File: src/rtl/spi_flash_responder_if.sv
// Byte-wide synchronous memory port between the flash responder and its backing store.
// master: responder side (mem_req/mem_addr out, mem_rdata in); slave: memory side.
interface spi_flash_responder_if #(
   parameter int ADDR_W = 16
);
   logic              mem_req;
   logic [ADDR_W-1:0] mem_addr;
   logic [7:0]        mem_rdata;

   modport master (
      output mem_req,
      output mem_addr,
      input  mem_rdata
   );

   modport slave (
      input  mem_req,
      input  mem_addr,
      output mem_rdata
   );
endinterface

File: src/rtl/spi_flash_responder.sv
// SPI mode-0 flash emulator: READ (0x03), wake (0xAB), power-down (0xB9), oversampled on clk.
// Ports: clk, reset (sync, active-high), spi_cs/spi_sclk/spi_mosi in, spi_miso out,
//        powered_down, busy status, mem (master) byte fetch port with 1-clk read latency.
module spi_flash_responder #(
   parameter int ADDR_W = 16,
   parameter int SYNC   = 2
) (
   input  logic clk,
   input  logic reset,
   input  logic spi_cs,
   input  logic spi_sclk,
   input  logic spi_mosi,
   output logic spi_miso,
   output logic powered_down,
   output logic busy,
   spi_flash_responder_if.master mem
);

   // Shift register only needs to hold the command byte or the kept address bits;
   // upper SPI address bits simply fall off the top.
   localparam int SH_W = (ADDR_W > 8) ? ADDR_W : 8;

   typedef enum logic [2:0] {
      S_IDLE,
      S_CMD,
      S_ADDR,
      S_DATA,
      S_IGNORE
   } state_e;

   logic [SYNC-1:0] cs_sync_q, cs_sync_d;
   logic [SYNC-1:0] sclk_sync_q, sclk_sync_d;
   logic [SYNC-1:0] mosi_sync_q, mosi_sync_d;
   logic            sclk_prev_q, sclk_prev_d;

   state_e            state_q, state_d;
   logic [4:0]        bit_cnt_q, bit_cnt_d;
   logic [SH_W-2:0]   sh_q, sh_d;
   logic [7:0]        tx_q, tx_d;
   logic [7:0]        fetch_q, fetch_d;
   logic              req_dly_q, req_dly_d;
   logic              req_q, req_d;
   logic [ADDR_W-1:0] addr_q, addr_d;
   logic              miso_q, miso_d;
   logic              pd_q, pd_d;
   logic              pend_q, pend_d;
   logic              pend_val_q, pend_val_d;
   logic              ign_q, ign_d;

   logic            cs_s, sclk_s, mosi_s;
   logic            rise, fall;
   logic [SH_W-1:0] sh_new;

   assign cs_s   = cs_sync_q[SYNC-1];
   assign sclk_s = sclk_sync_q[SYNC-1];
   assign mosi_s = mosi_sync_q[SYNC-1];
   assign rise   = sclk_s & ~sclk_prev_q;
   assign fall   = ~sclk_s & sclk_prev_q;
   assign sh_new = {sh_q, mosi_s};

   assign spi_miso     = miso_q;
   assign powered_down = pd_q;
   assign busy         = ~cs_s & ~ign_q;
   assign mem.mem_req  = req_q;
   assign mem.mem_addr = addr_q;

   always_comb begin
      cs_sync_d   = {cs_sync_q[SYNC-2:0], spi_cs};
      sclk_sync_d = {sclk_sync_q[SYNC-2:0], spi_sclk};
      mosi_sync_d = {mosi_sync_q[SYNC-2:0], spi_mosi};
      sclk_prev_d = sclk_s;
   end

   // Synchronisers keep shifting through reset so the synced cs level is
   // already valid when reset drops.
   always_ff @(posedge clk) begin
      cs_sync_q   <= cs_sync_d;
      sclk_sync_q <= sclk_sync_d;
      mosi_sync_q <= mosi_sync_d;
      sclk_prev_q <= sclk_prev_d;
   end

   always_comb begin
      state_d    = state_q;
      bit_cnt_d  = bit_cnt_q;
      sh_d       = sh_q;
      tx_d       = tx_q;
      fetch_d    = fetch_q;
      req_dly_d  = req_q;
      req_d      = 1'b0;
      addr_d     = addr_q;
      miso_d     = 1'b0;
      pd_d       = pd_q;
      pend_d     = pend_q;
      pend_val_d = pend_val_q;
      ign_d      = ign_q;

      if (req_dly_q) begin
         fetch_d = mem.mem_rdata;
      end

      if (cs_s) begin
         // cs high wins over any edge seen in the same sample
         state_d   = S_IDLE;
         bit_cnt_d = 5'd0;
         ign_d     = 1'b0;
         if (pend_q) begin
            pd_d   = pend_val_q;
            pend_d = 1'b0;
         end
      end else begin
         unique case (state_q)
            S_IDLE: begin
               bit_cnt_d = 5'd0;
               state_d   = ign_q ? S_IGNORE : S_CMD;
            end
            S_CMD: begin
               if (rise) begin
                  sh_d      = sh_new[SH_W-2:0];
                  bit_cnt_d = bit_cnt_q + 5'd1;
                  if (bit_cnt_q == 5'd7) begin
                     bit_cnt_d = 5'd0;
                     state_d   = S_IGNORE;
                     if (sh_new[7:0] == 8'h03 && !pd_q) begin
                        state_d = S_ADDR;
                     end else if (sh_new[7:0] == 8'hAB) begin
                        pend_d     = 1'b1;
                        pend_val_d = 1'b0;
                     end else if (sh_new[7:0] == 8'hB9 && !pd_q) begin
                        pend_d     = 1'b1;
                        pend_val_d = 1'b1;
                     end
                  end
               end
            end
            S_ADDR: begin
               if (rise) begin
                  sh_d      = sh_new[SH_W-2:0];
                  bit_cnt_d = bit_cnt_q + 5'd1;
                  if (bit_cnt_q == 5'd23) begin
                     bit_cnt_d = 5'd0;
                     addr_d    = sh_new[ADDR_W-1:0];
                     req_d     = 1'b1;
                     state_d   = S_DATA;
                  end
               end
            end
            S_DATA: begin
               miso_d = miso_q;
               if (rise) begin
                  bit_cnt_d = bit_cnt_q + 5'd1;
                  // last bit of the byte sampled: prefetch the next one
                  if (bit_cnt_q == 5'd7) begin
                     bit_cnt_d = 5'd0;
                     addr_d    = addr_q + 1'b1;
                     req_d     = 1'b1;
                  end
               end
               if (fall) begin
                  if (bit_cnt_q == 5'd0) begin
                     tx_d   = fetch_q;
                     miso_d = fetch_q[7];
                  end else begin
                     tx_d   = {tx_q[6:0], 1'b0};
                     miso_d = tx_q[6];
                  end
               end
            end
            S_IGNORE: begin
               state_d = S_IGNORE;
            end
            default: begin
               state_d = S_IDLE;
            end
         endcase
      end
   end

   always_ff @(posedge clk) begin
      if (reset) begin
         state_q    <= S_IDLE;
         bit_cnt_q  <= 5'd0;
         sh_q       <= '0;
         tx_q       <= 8'd0;
         fetch_q    <= 8'd0;
         req_dly_q  <= 1'b0;
         req_q      <= 1'b0;
         addr_q     <= '0;
         miso_q     <= 1'b0;
         pd_q       <= 1'b1;
         pend_q     <= 1'b0;
         pend_val_q <= 1'b0;
         // remainder of an interrupted cs-low frame is ignored
         ign_q      <= 1'b1;
      end else begin
         state_q    <= state_d;
         bit_cnt_q  <= bit_cnt_d;
         sh_q       <= sh_d;
         tx_q       <= tx_d;
         fetch_q    <= fetch_d;
         req_dly_q  <= req_dly_d;
         req_q      <= req_d;
         addr_q     <= addr_d;
         miso_q     <= miso_d;
         pd_q       <= pd_d;
         pend_q     <= pend_d;
         pend_val_q <= pend_val_d;
         ign_q      <= ign_d;
      end
   end

endmodule

File: src/flat_wrapper.sv
// flat-port wrapper written by rule: the top's interface ports become plain ports
module spi_flash_responder_flat 
#(
   parameter int ADDR_W = 16,
   parameter int SYNC   = 2
)
  (clk, reset, spi_cs, spi_sclk, spi_mosi, spi_miso, powered_down, busy, mem_mem_req, mem_mem_addr, mem_mem_rdata);
  spi_flash_responder_if #(.ADDR_W(ADDR_W)) mem_i ();
  input  logic clk;
  input  logic reset;
  input  logic spi_cs;
  input  logic spi_sclk;
  input  logic spi_mosi;
  output logic spi_miso;
  output logic powered_down;
  output logic busy;
  output wire logic [$bits(mem_i.mem_req)-1:0] mem_mem_req;
  output wire logic [$bits(mem_i.mem_addr)-1:0] mem_mem_addr;
  input wire logic [$bits(mem_i.mem_rdata)-1:0] mem_mem_rdata;
  assign mem_mem_req = mem_i.mem_req;
  assign mem_mem_addr = mem_i.mem_addr;
  assign mem_i.mem_rdata = mem_mem_rdata;
  spi_flash_responder #(.ADDR_W(ADDR_W), .SYNC(SYNC)) u_core (.clk(clk), .reset(reset), .spi_cs(spi_cs), .spi_sclk(spi_sclk), .spi_mosi(spi_mosi), .spi_miso(spi_miso), .powered_down(powered_down), .busy(busy), .mem(mem_i));
endmodule
File: config.mk
export PLATFORM = sky130hd
export DESIGN_NAME = spi_flash_responder_flat
export DESIGN_NICKNAME = d
export VERILOG_FILES = /design/src/rtl/spi_flash_responder_if.sv /design/src/rtl/spi_flash_responder.sv /design/src/flat_wrapper.sv
export SDC_FILE = /design/constraint.sdc
export NUM_CORES = 1
export LEC_CHECK = 0
export ABC_AREA = 1
export CAP_MARGIN = 40
export CORE_MARGIN = 1.5
export CORE_UTILIZATION = 56
export CTS_CLUSTER_SIZE = 16
export DETAILED_ROUTE_END_ITERATION = 8
export MAX_ROUTING_LAYER = met4
export PLACE_DENSITY = 0.9
export SYNTH_ARGS = -nofsm -noshare
export SYNTH_HDL_FRONTEND = slang
export SYNTH_SLANG_ARGS = --single-unit
File: constraint.sdc
create_clock -name clk -period 2.1 [get_ports clk]
set_input_delay 0.42 -clock clk [delete_from_list [all_inputs] [get_ports clk]]
set_output_delay 0.42 -clock clk [all_outputs]
set_load 0.03 [all_outputs]
---- Word level (Yosys, flattened, before mapping) ----
Index checks and enable logic that the tools add are counted.
cells by class
  add/subtract/negate cells ............... 2
  multiply operators ...................... 0
  divide/modulo/power cells ............... 0
  $lt $le $gt $ge ......................... 0
  equality and inequality tests ........... 16
  shift-type cells ........................ 0
  muxes and demuxes ....................... 27
  bitwise gates (word level) .............. 9
  reduce and logical (&&, ||, !) cells .... 20
operators with widths
  operator                                       count
  2-to-1 mux 16 bit                              4
  case mux 16 bit (2 select lines)               1
  2-to-1 mux 5 bit                               4
  2-to-1 mux 3 bit                               6
  adder 16 x 1 -> 16 bit, second input constant  1
  == test 8 bit, second input constant           2
  case mux 3 bit (5 select lines)                1
  case mux 5 bit (3 select lines)                1
  != test 2 x 1 -> 1 bit, second input constant  7
  AND reduction 6 bit                            2
  AND reduction 5 bit                            2
  AND reduction 3 bit                            3
  == test 8 x 2 -> 1 bit, second input constant  1
  2-to-1 mux 1 bit                               8
  2-to-1 mux 7 bit                               1
  == test 3 x 2 -> 1 bit, second input constant  2
  inverter 1 bit                                 6
  OR reduction 2 bit                             3
  adder 5 x 1 -> 5 bit, second input constant    1
  == test 5 x 3 -> 1 bit, second input constant  1
  == test 5 bit, second input constant           1
  zero test 5 bit                                1
  nonzero test 2 bit                             2
  bitwise AND 1 bit                              3
  9 further kinds                                10
word-level totals
  flip-flop bits (word level) ............. 68
  latch bits .............................. 0
  bits in writable memories ............... 0
  bits in read-only memories .............. 0
  input bits .............................. 13
  output and inout port bits .............. 20
  word-level logic and storage cells ...... 91
  memories kept ........................... 0

---- Longest topological paths before layout ----
  word-level depth ........................ 6
  gate-level depth with buffers ........... 10
  depth with buffers taken out ............ 10

---- Least setup slack after synthesis ----
Ideal clock, no wire load.
  path type ............................... reg2reg
  from .................................... reg u_core.addr_q[0], in the netlist u_core.mem.mem_addr[0]
  to ...................................... reg u_core.addr_q[14], in the netlist u_core.mem.mem_addr[14]
  library setup time ...................... 0.132 ns
  arrival ................................. 1.441 ns
  data required time ...................... 1.968 ns
  setup slack ............................. 0.527 ns
  cell stages (with the launch flop) ...... 9
  buffers on the path ..................... 0
  period minus slack after synthesis ...... 1.573 ns
  cells stage by stage .................... dfxtp_1 -> ha_1 -> nand3_1 -> nor2_1 -> nand3_1 -> nand2_1 -> nand3_1 -> nand2_1 -> a21oi_1
between the ends
  cells in the longest elaborated chain, start to end .. 4
ends and longest elaborated chain
  what                              line                        RTL
  from (decl)                       spi_flash_responder.sv:43   logic [ADDR_W-1:0] addr_q, addr_d;
  from (signal assigned)            spi_flash_responder.sv:203  addr_q <= addr_d;
  adder 16 x 1 -> 16 bit            spi_flash_responder.sv:155  addr_d = addr_q + 1'b1;
  2-to-1 mux 16 bit                 spi_flash_responder.sv:153  if (bit_cnt_q == 5'd7) begin
  2-to-1 mux 16 bit                 spi_flash_responder.sv:150  if (rise) begin
  case mux 16 bit (2 select lines)  spi_flash_responder.sv:112  unique case (state_q)
Every way passes these cells. The select of a mux whose other input is x is not followed.
A chain may end at the register's enable or synchronous reset.

---- Worst setup path in the final report ----
  from .................................... reg u_core.cs_sync_q[1]
  to ...................................... out busy
between the ends
  cells in the longest elaborated chain, start to end .. 2
ends and longest elaborated chain
  what                    line                       RTL
  from (decl)             spi_flash_responder.sv:31  logic [SYNC-1:0] cs_sync_q, cs_sync_d;
  from (signal assigned)  spi_flash_responder.sv:77  cs_sync_q <= cs_sync_d;
  inverter 1 bit          spi_flash_responder.sv:63  assign busy = ~cs_s & ~ign_q;
  bitwise AND 1 bit       spi_flash_responder.sv:63
  to (decl)               flat_wrapper.sv:16         output logic busy;
Every way passes these cells.

==> reports/qor.log <==
INFO  clocking       clkLatencyLatePin=0.35ns
INFO  floorplan      starting_density_of_the_core=57.90%
INFO  logic_synthesis synth_enable_flop_cells=0
INFO  sta            timing.final.ws_setup=0.1431ns
INFO  clocking       numClockSinks=68
INFO  worst_setup_path critical_path.startpoint=u_core.cs_sync_q[1]
INFO  logic_synthesis synthesis.nets=486
INFO  sta            slew-limit-headroom=68.21%
INFO  sta            rsz0062_at_grt=false
INFO  min_path       hold_start=u_core.sclk_sync_q[0]
INFO  worst_setup_path end_kind=output pin
INFO  pwr            share_clk_of_total_power=42.0%
INFO  global_routing first_global_vias=2924
INFO  clocking       cts-root-to-sink-buffers=2
INFO  clocking       tritoncts=built
INFO  worst_setup_path crit_cells=2
INFO  cells_and_area final_core_util=68.55%
INFO  logic_synthesis synth.yosys.warnings=0
INFO  clocking       cts-resized-gates=0
INFO  logic_synthesis async_reset_ff_share=0%
INFO  cells_and_area num-nets-final=522
INFO  floorplan      ports_placed_on_the_boundary=33
INFO  logic_synthesis yosys_register_bits=68
INFO  sta            period_needed=1.957ns
INFO  place          numPortBuffers=32
INFO  worst_setup_path timing.reg2reg.setup_slack=0.23ns
INFO  cells_and_area area_growth_syn_to_layout=18.41%
INFO  clocking       cts-htree-levels=3
INFO  logic_synthesis avgSynthCellArea=6.783um^2
INFO  global_routing grt_pass1_wl=12580um
INFO  worst_setup_path cell_by_cell_listing_of_the_critical_path=nor2_1 -> clkdlybuf4s50_1
INFO  min_path       hold_path_class=flip-flop to flip-flop
INFO  clocking       cell_at_the_root_of_the_clock_tree=clkbuf_8
INFO  route          avgViaCountPerCell=5.350
INFO  worst_setup_path data_required_time_at_the_worst_endpoint=1.68ns
INFO  place          placed_instances=567
INFO  worst_setup_path critPathTopFamily=buffers and inverters
INFO  worst_setup_path crit_path_end=busy
INFO  clocking       number_of_clock_buffers_inserted_by_tritoncts=9
INFO  route          ant_nets=0
INFO  place          pre_cts_setup_slack=0.2685ns
INFO  place          globalplace.congestion=0.9271
INFO  sta            totalNegativeSetupSlack=0ns
INFO  cells_and_area finish.cell_count_without_fillers=583
INFO  worst_setup_path worst_r2r_endpoint=u_core.mem.mem_addr[14]
INFO  pwr            power.combinational.fraction=5.3%
INFO  sta            fin_crit_sh=93.19%
INFO  sta            clock-skew-final=0.004454ns
INFO  floorplan      chipHeight=78.45um
INFO  floorplan      std_cell_rows=27
INFO  pwr            worst_vdd_rail_ir_drop=0.4783mV
INFO  pwr            total_power=0.002510W
INFO  worst_setup_path reg2reg_from=u_core.bit_cnt_q[1]
INFO  worst_setup_path crit_path_top_delay_cell=clkdlybuf4s50_1
INFO  floorplan      die_w=78.45um
INFO  route          wire_per_inst=12.31um
INFO  worst_setup_path crit_fanout=6
INFO  route          remaining_drc_errors=0
INFO  worst_setup_path cp_num_buf_inv=1
INFO  route          drt_iter0_drc=255
INFO  global_routing antenna_found_initial=0
INFO  sta            pins_over_slew_limit=0
INFO  route          detail_route.first_pass.iterations=5
INFO  clocking       cts-hold-fix-buffers=0
INFO  worst_setup_path setup.worst_path.class=flip-flop to output pin
INFO  logic_synthesis synth_seq_area_share=42.70%
INFO  sta            timing.fmax=511.0MHz
INFO  global_routing grt_start_max_net_pins=32
INFO  worst_setup_path critPathArrivalTime=1.54ns
INFO  cells_and_area insertedDiodeCount=0
INFO  logic_synthesis synth_area=3188um^2
INFO  cells_and_area drive_gt1_share=6.262%
INFO  clocking       cts_setup_buffers=0
INFO  worst_setup_path max_stage_delay=0.68ns
INFO  clocking       clkSlewWorstSetupHoldPaths=0.06ns
INFO  global_routing track_usage=26.58%
INFO  worst_setup_path cp-start-kind=flip-flop
INFO  sta            final_hold_viol_count=0
INFO  sta            worstMarginPinSlew=0.4764ns
INFO  pwr            power.net_switching=0.0005566W
INFO  pwr            power.static_leakage=1.438nW
INFO  pwr            seqPwrFrac=52.7%
INFO  place          dp.final_hpwl=5051um
INFO  worst_setup_path r2r.worst_path.cells=9
INFO  pwr            p_sw_share=22.18%
INFO  pwr            cellPowerDensity=664.9nW/um^2
INFO  logic_synthesis synth_cell_type_count=31
INFO  status         result_of_the_run=finished clean
INFO  sta            report.final.setup_viol=0
INFO  global_routing globalRouteOverflowTotal=0
INFO  route          route.final.wire_length=7177um
INFO  pwr            cell_internal_pwr=0.001953W
INFO  logic_synthesis synthCells=470
INFO  floorplan      design.die.area=6154um^2
INFO  logic_synthesis primary_ff_master_synth=dfxtp_1
INFO  job            max_cap_violations=0
INFO  floorplan      placeableCoreArea=5507um^2
INFO  route          vias=3119
==> layout by cell type, fill, tap and decap left out <==
cell type	netlist	layout
ha_1	3	3
o211ai_1	1	1
inv_2	2	2
o21ai_1	5	5
clkbuf_8	0	14
inv_1	50	50
clkbuf_1	5	2
nor3_4	1	1
nor4_1	1	1
clkinv_1	2	2
o2111ai_1	1	1
o21ai_0	53	53
o311ai_0	1	1
nand3_2	1	1
nor3_1	6	6
nand3b_1	1	1
nand2_2	3	3
clkdlybuf4s50_1	0	32
nor2_1	84	84
nand4_1	5	5
dfxtp_1	68	68
a21oi_1	31	31
o22a_1	1	1
xnor2_1	1	1
nand3_1	33	33
a31oi_1	8	8
buf_4	2	6
nor2_4	2	2
nor2_2	3	3
nand2_1	90	90
==> state kept, by name, indices dropped and copies added (netlist names), 2 cells and up <==
signal               count
u_core.mosi_sync_q       2
u_core.state_q           3
u_core.sclk_sync_q       2
u_core.tx_q              7
u_core.bit_cnt_q         5
u_core.mem.mem_addr     16
u_core.fetch_q           8
u_core.sh_q             15
u_core.cs_sync_q         2
==> power by group through the flow <==
| stage | sequential (W) | clock (W) | combinational, W |
|---|---|---|---|
| floorplan | 0.00135 | 0 | 0.0000760 |
| global placement | 0.00135 | 0 | 0.000127 |
| detailed placement | 0.00135 | 0 | 0.000131 |
| CTS | 0.00132 | 0.00106 | 0.000132 |
| global route | 0.00132 | 0.00113 | 0.000149 |
| finish | 0.00132 | 0.00105 | 0.000133 |
==> stage by stage <==
stage / hold WS (ns) / instance area, um^2
6_report: 0.3285 / 3775
5_1_grt: 0.3457 / 3775
4_1_cts: 0.3306 / 3775
3_5_place_dp: 0.3153 / 3575
3_3_place_gp: 0.3111 / 3575
2_1_floorplan: 0.3096 / 3188
==> worst register-to-register path: cells and delay by family, from the launching register on <==
kind / cells / cell delay (ns)
compound gates: 1 / 0.11
fa+ha+maj: 1 / 0.22
flops: 1 / 0.38
simple gates: 7 / 1.09
==> cell type report <==
type                       instances  area, um^2
tap                               72       90.09
clock buffer                      16       200.2
fill                             454        1732
sequential                        68        1361
timing repair buffer              38       365.4
multi-input combinational        335        1555
inverter                          54       202.7
==> cells in the mapped netlist, types with 2 or more instances <==
master	number	area, um^2
nor2_1	84	315.3
clkinv_1	2	7.510
nor2_4	2	22.52
ha_1	3	37.54
nand4_1	5	31.28
nand3_1	33	165.2
nor2_2	3	18.77
nor3_1	6	30.03
inv_2	2	7.510
nand2_1	90	337.8
dfxtp_1	68	1361
a31oi_1	8	50.05
inv_1	50	187.7
buf_2	4	20.02
a21oi_1	31	155.2
o21ai_0	53	265.3
o21ai_1	5	25.02
clkbuf_1	5	18.77
buf_4	2	15.01
nand2_2	3	18.77
==> worst min path at each step <==
stage	cells after the start	slack, ns	to
finish	0	0.33	u_core.sclk_sync_q[1]
global route	0	0.35	u_core.sclk_sync_q[1]
detailed placement	0	0.32	u_core.sclk_sync_q[1]
global placement	0	0.31	u_core.sclk_sync_q[1]
floorplan	0	0.31	u_core.cs_sync_q[1]
CTS	0	0.33	u_core.sclk_sync_q[1]
==> logic make-up after synthesis <==
logic type / count (synthesis) / share of synthesized area [%]
and+or+nand+nor: 230 / 30.73
AOI/OAI and AO/OA: 101 / 16.60
DFF: 68 / 42.70
buffers and inverters: 67 / 8.516
adders and majority gates: 3 / 1.178
xor gates and xnor gates: 1 / 0.2748
==> layer usage <==
layer | wire, um | track usage (%) | up-vias
met1 | 3183 | 31.07 | 1384
li1 | - | - | 1602
met2 | 3366 | 42.52 | 115
met5 | 0 | - | -
met3 | 471 | 7.558 | 18
met4 | 157 | 11.96 | 0
Power figures use the tool's default switching activity.
